--- src/rtl/regfile_sp_param.sv ---
// Register file with two combinational read ports, one write port and a stack-pointer
// register that has saturating push/pop stepping and sticky overflow/underflow flags.
module regfile_sp_param #(
    parameter int unsigned       DATA_W   = 8,
    parameter int unsigned       NUM_REGS = 4,
    parameter int unsigned       SP_IDX   = NUM_REGS - 1,
    parameter logic [DATA_W-1:0] SP_RESET = '1,
    parameter logic [DATA_W-1:0] SP_MIN   = '0,
    parameter bit                BYPASS   = 1'b1,
    localparam int unsigned      ADDR_W   = $clog2(NUM_REGS)
) (
    input  logic              clk,
    input  logic              rst,
    input  logic              we,
    input  logic [ADDR_W-1:0] waddr,
    input  logic [DATA_W-1:0] wdata,
    input  logic              sp_en,
    input  logic              sp_op,
    input  logic              flag_clr,
    input  logic [ADDR_W-1:0] ra,
    input  logic [ADDR_W-1:0] rb,
    output logic [DATA_W-1:0] ra_data,
    output logic [DATA_W-1:0] rb_data,
    output logic [DATA_W-1:0] sp_out,
    output logic              sp_ovf,
    output logic              sp_unf
);

    if (NUM_REGS < 2) begin : g_chk_num_regs
        $error("regfile_sp_param: NUM_REGS must be at least 2");
    end
    if (SP_IDX >= NUM_REGS) begin : g_chk_sp_idx
        $error("regfile_sp_param: SP_IDX must be below NUM_REGS");
    end
    if (SP_MIN >= SP_RESET) begin : g_chk_sp_bounds
        $error("regfile_sp_param: SP_MIN must be below SP_RESET");
    end

    logic [DATA_W-1:0] regs_q [NUM_REGS];
    logic [DATA_W-1:0] regs_d [NUM_REGS];
    logic              sp_ovf_q, sp_ovf_d;
    logic              sp_unf_q, sp_unf_d;
    logic [DATA_W-1:0] sp_cur;
    logic [DATA_W-1:0] sp_step;
    logic              ovf_set;
    logic              unf_set;

    always_comb begin
        sp_cur  = regs_q[SP_IDX];
        sp_step = sp_cur;
        ovf_set = 1'b0;
        unf_set = 1'b0;
        if (sp_en) begin
            if (sp_op) begin
                if (sp_cur == SP_RESET) unf_set = 1'b1;
                else                    sp_step = sp_cur + DATA_W'(1);
            end else begin
                if (sp_cur == SP_MIN)   ovf_set = 1'b1;
                else                    sp_step = sp_cur - DATA_W'(1);
            end
        end

        // Out-of-range write indices match no entry and are dropped here.
        for (int unsigned i = 0; i < NUM_REGS; i++) begin
            regs_d[i] = regs_q[i];
            if (we && (waddr == i[ADDR_W-1:0])) regs_d[i] = wdata;
        end
        // A step overrides a same-cycle write to the SP entry.
        if (sp_en) regs_d[SP_IDX] = sp_step;

        sp_ovf_d = ovf_set | (sp_ovf_q & ~flag_clr);
        sp_unf_d = unf_set | (sp_unf_q & ~flag_clr);
    end

    always_comb begin
        ra_data = '0;
        rb_data = '0;
        for (int unsigned i = 0; i < NUM_REGS; i++) begin
            if (ra == i[ADDR_W-1:0]) ra_data = BYPASS ? regs_d[i] : regs_q[i];
            if (rb == i[ADDR_W-1:0]) rb_data = BYPASS ? regs_d[i] : regs_q[i];
        end
    end

    always_ff @(posedge clk or negedge rst) begin
        if (!rst) begin
            for (int unsigned i = 0; i < NUM_REGS; i++) regs_q[i] <= '0;
            regs_q[SP_IDX] <= SP_RESET;
            sp_ovf_q       <= 1'b0;
            sp_unf_q       <= 1'b0;
        end else begin
            regs_q   <= regs_d;
            sp_ovf_q <= sp_ovf_d;
            sp_unf_q <= sp_unf_d;
        end
    end

    assign sp_out = regs_q[SP_IDX];
    assign sp_ovf = sp_ovf_q;
    assign sp_unf = sp_unf_q;

endmodule

--- config.mk ---
export PLATFORM = sky130hd
export DESIGN_NAME = regfile_sp_param
export DESIGN_NICKNAME = d
export VERILOG_FILES = /design/src/rtl/regfile_sp_param.sv
export SDC_FILE = /design/constraint.sdc
export NUM_CORES = 1
export LEC_CHECK = 0
export CAP_MARGIN = 20
export CORE_UTILIZATION = 26
export DETAILED_ROUTE_END_ITERATION = 7
export SLEW_MARGIN = 20
export SYNTH_ARGS = -nofsm -noshare
export SYNTH_HDL_FRONTEND = slang
export SYNTH_SLANG_ARGS = --single-unit
--- constraint.sdc ---
create_clock -name clk -period 3.2 [get_ports clk]
set_input_delay 0.32 -clock clk [delete_from_list [all_inputs] [get_ports clk]]
set_output_delay 0.32 -clock clk [all_outputs]
set_load 0.01 [all_outputs]
# Yosys cells after proc, flatten, opt, wreduce, memory -nomap -nowiden
# Cells that the tools add are included.
# word_totals
inputBits,20
elab_cells,53
regBits,34
output_inout_bits,26
# op_classes
n_reduce_logical,8
eq_ne,10
muxes,22
add_sub_neg,2
n_bitwise,5
# op_table
op,count
2-to-1 mux 8 bit,16
== test 2 bit (second input constant),6
adder 8 x 1 -> 8 bit (second input constant),1
== test 8 bit (second input constant),1
logical NOT 8 bit,1
subtractor 8 x 1 -> 8 bit (second input constant),1
== test 2 x 1 -> 1 bit (second input constant),3
logical NOT 2 bit,3
2-to-1 mux 1 bit,6
logical AND 1 bit,4
bitwise AND 1 bit,2
OR 1 bit,2
NOT 1 bit,1

# Longest topological paths before layout
# logic_depth
ltp_word,7
mapped_depth,8
ltp_nobuf,7

# Least setup slack after synthesis
# No wires, ideal clock.
# synth_timing
path_type,register to output
startpoint,"register regs_q, in the netlist sp_out[0]"
endpoint,output ra_data[0]
stages_incl_launch_ff,9
arrival_time_ps,2250
t_required_ps,2880
n_path_buf,1
setup_slack_ps,630
path_cell_list,dfstp_2 > clkbuf_1 > inv_1 > ha_1 > nor4b_2 > a32oi_1 > xnor2_1 > a21oi_1 > mux4_2
# synth_rtl
element,line_no,text
from (decl),39,logic [DATA_W-1:0] regs_q [NUM_REGS];
from (signal assigned),91,regs_q <= regs_d;
to (decl),22,"output logic [DATA_W-1:0] ra_data,"

==> impl_metrics.csv <==
group,metric,value,unit
status,status,"complete, no violations",
yosys,ys_warn_count,0,
yosys,synth_area,2472,µm²
power,power_frac_clock,16.3,%
yosys,synth.ff_latch_count,34,
die,rows,35,
setup_path,end_kind,"output pin",
global_route,grt_pass1_wl,11650,µm
power,p_int,1286,µW
global_route,grt_max_degree,35,
flow_run,cap_viol_max_count,0,
finish,layout.nets,333,
yosys,async_flop_share,100.0,%
yosys,synth_flop_cell,"dfrtp_1",
min_path,worst_hold_path_type,"in2async",
sta,clock_skew,0.005506,ns
power,ir_worst_vdd,0.1787,mV
setup_path,cp-start-kind,"flop",
power,comb_power_share,50.1,%
global_route,antenna_found_initial,0,
yosys,ys_seq_area_share,34.82,%
power,power.share.sequential,33.6,%
sta,slew_headroom,52.97,%
place,pre_cts_ws,0.1447,ns
finish,seqCellArea,860.8,µm²
finish,diodes,0,
die,ioPinCount,46,
global_route,grt_usage,15.11,%
finish,drive_above_1_share,27.33,%
yosys,synth_cells,251,
die,initial_utilization,26.76,%
route,wl,7228,µm
die,core,9240,µm²
setup_path,r2r_start,"sp_out[1]",
route,drt.antenna.violating_nets,0,
clocking,cts.reportedPaths.clkPinSlew,0.07,ns
clocking,clock_path_buffers,2,
clocking,cts_sinks,34,
yosys,synth_edf_count,0,
route,via_count,2247,
clocking,cts_buffers,5,
global_route,grt_pass1_vias,2233,
sta,max_freq,321.0,MHz
route,drcViolationCount,0,
route,initialDrtViolationCount,120,
sta,hold_viol,0,
route,drt-pass1-iter-count,4,
finish,fillers,945,
place,numPortBuffers,45,
clocking,insertion_delay,0.29,ns
power,p_per_area,614.0,nW/µm²
route,drt-vias-per-instance,5.107,
power,switching_power,762.5,µW
finish,final_common_cell,"clkdlybuf4s50_1",
sta,finalCriticalPeriod,3.115,ns
sta,setup-tns-final,0,ns
setup_path,crit_path_max_fanout,6,
clocking,cts_tree,"done",
die,dieArea,9903,µm²
setup_path,worst-endpoint-required,2.88,ns
place,gp_congestion,0.8778,
sta,tightest_slew,0.7033,ns
power,p_sw_share,37.21,%
sta,slew_viol_final,0,
setup_path,cp-startpoint,"sp_out[1]",
die,fp.dieH,99.52,µm
sta,setup_viol,0,
place,hpwl,5261,µm
route,wl_per_cell,16.43,µm
finish,area_growth,34.97,%
yosys,syn_nets,274,
setup_path,worstPathArrival,2.79,ns
finish,multi_input_area,1435,µm²
finish,final_cell_mix,"clkdlybuf4s50_1 (38), buf_4 (36), dfrtp_1 (26)",
clocking,cts_root_buf,"clkbuf_8",
power,leakage,0.001442,µW
global_route,grt_overflow,0,
yosys,syn_avg_cell_area,9.850,µm²
sta,timing.final.ws_setup,0.08520,ns
die,die_w,99.52,µm
sta,post-route-period-util,97.34,%
setup_path,crit_type,"reg2out",
clocking,cts_hold_buffers,0,
yosys,synth_cell_types,51,
clocking,htreeDepth,2,
[stage by stage]
step	hold WS, ns	util [%]	std cells	power [µW]	area (µm²)
detailed placement	0.4886	33.81	420	1600	3124
finish	0.4452	36.11	440	2049	3337
CTS	0.4529	35.22	433	1986	3254
global route	0.4781	36.11	440	2191	3337
global placement	0.4755	33.81	420	1589	3124
floorplan	0.02441	-	251	1236	2472
[logic make-up after synthesis]
kind of cell / Yosys count / synth area share (%)
AO/OA/AOI/OAI: 65 / 18.37
adder cells (fa/ha/maj): 3 / 1.518
XOR/XNOR: 3 / 1.063
flip-flops: 34 / 34.82
AND/OR/NAND/NOR: 57 / 13.72
multiplexers: 43 / 22.27
buffers and inverters: 46 / 8.249
[registers in the layout, summed over array words and instances, names as in the netlist]
register / cells
regs_q: 24
sp_out: 8
sp_ovf: 1
sp_unf: 1
[worst paths after layout]
check,to,slack (ns),cells past startpoint
worst min-delay path,regs_q[26],0.45,2
worst max-delay path,ra_data[6],0.09,9
max in group asynchronous,sp_out[3],2.40,2
worst max register to register,sp_out[1],1.28,8
worst min register to register,regs_q[21],0.50,2
min in group clk,regs_q[21],0.50,2
[worst max-delay path: stages (launching register included)]
cell and delay [ns]:
dfstp_2 0.59, inv_1 0.08, ha_1 0.22, nor2b_1 0.17, nor2_1 0.10, mux2i_1 0.09
a221oi_1 0.38, buf_4 0.19, a31o_2 0.16, clkdlybuf4s50_1 0.53
[power by group through the flow]
stage	clock network (µW)	registers, µW	logic (µW)
finish	335	687	1030
global route	369	707	1120
CTS	349	688	948
detailed placement	0	712	888
global placement	0	708	881
floorplan	0	616	620
[routing by layer]
| layer | vias to the layer above | track usage, % | part of all wire (%) |
|---|---|---|---|
| li1 | 1058 | - | - |
| met1 | 1098 | 19.69 | 45 |
| met2 | 74 | 24.57 | 48 |
| met3 | 17 | 2.952 | 4.6 |
| met4 | 0 | 6.222 | 2.6 |
| met5 | - | 0 | 0 |
[synthesized netlist by cell type, types with 2 or more instances]
master / number / area [µm²]
o22a_1: 2 / 17.52
mux4_2: 8 / 180.2
nand3b_1: 5 / 37.54
o21ai_0: 12 / 60.06
dfrtp_1: 26 / 650.6
a211oi_1: 4 / 30.03
nand2b_1: 5 / 31.28
a41oi_1: 2 / 17.52
o221ai_1: 4 / 35.03
and4_1: 3 / 26.28
nor2_1: 11 / 41.29
mux2i_1: 19 / 190.2
nor2b_1: 3 / 18.77
ha_1: 3 / 37.54
o22ai_1: 3 / 18.77
o31ai_1: 2 / 15.01
a21o_1: 2 / 15.01
a21oi_1: 8 / 40.04
mux2_2: 16 / 180.2
nand2_1: 9 / 33.78
nor4_1: 2 / 12.51
xnor2_1: 3 / 26.28
a221oi_1: 2 / 17.52
buf_4: 8 / 60.06
inv_1: 17 / 63.81
o211ai_1: 2 / 15.01
a22oi_1: 3 / 22.52
a31o_2: 2 / 17.52
nor3b_1: 2 / 15.01
o32ai_1: 2 / 17.52
a31oi_1: 6 / 37.54
clkbuf_1: 20 / 75.07
dfstp_2: 8 / 210.2
nand3_1: 8 / 40.04
a211o_1: 3 / 26.28
[what timing repair did]
action,CTS,global route
pin swaps,0,1
gates resized for setup,6,8
endpoints found under the setup margin,8,12
setup buffers,5,7
[cell type report]
type	count	share of cell area, %
well taps	129	4.837
repair buffers	81	21.71
inverters	17	1.912
flip-flops and latches	34	25.80
clock inverters	1	0.1500
clock buffers	7	2.587
multi-input cells	171	43.01
Note: power is estimated with default switching activity, not from simulation.
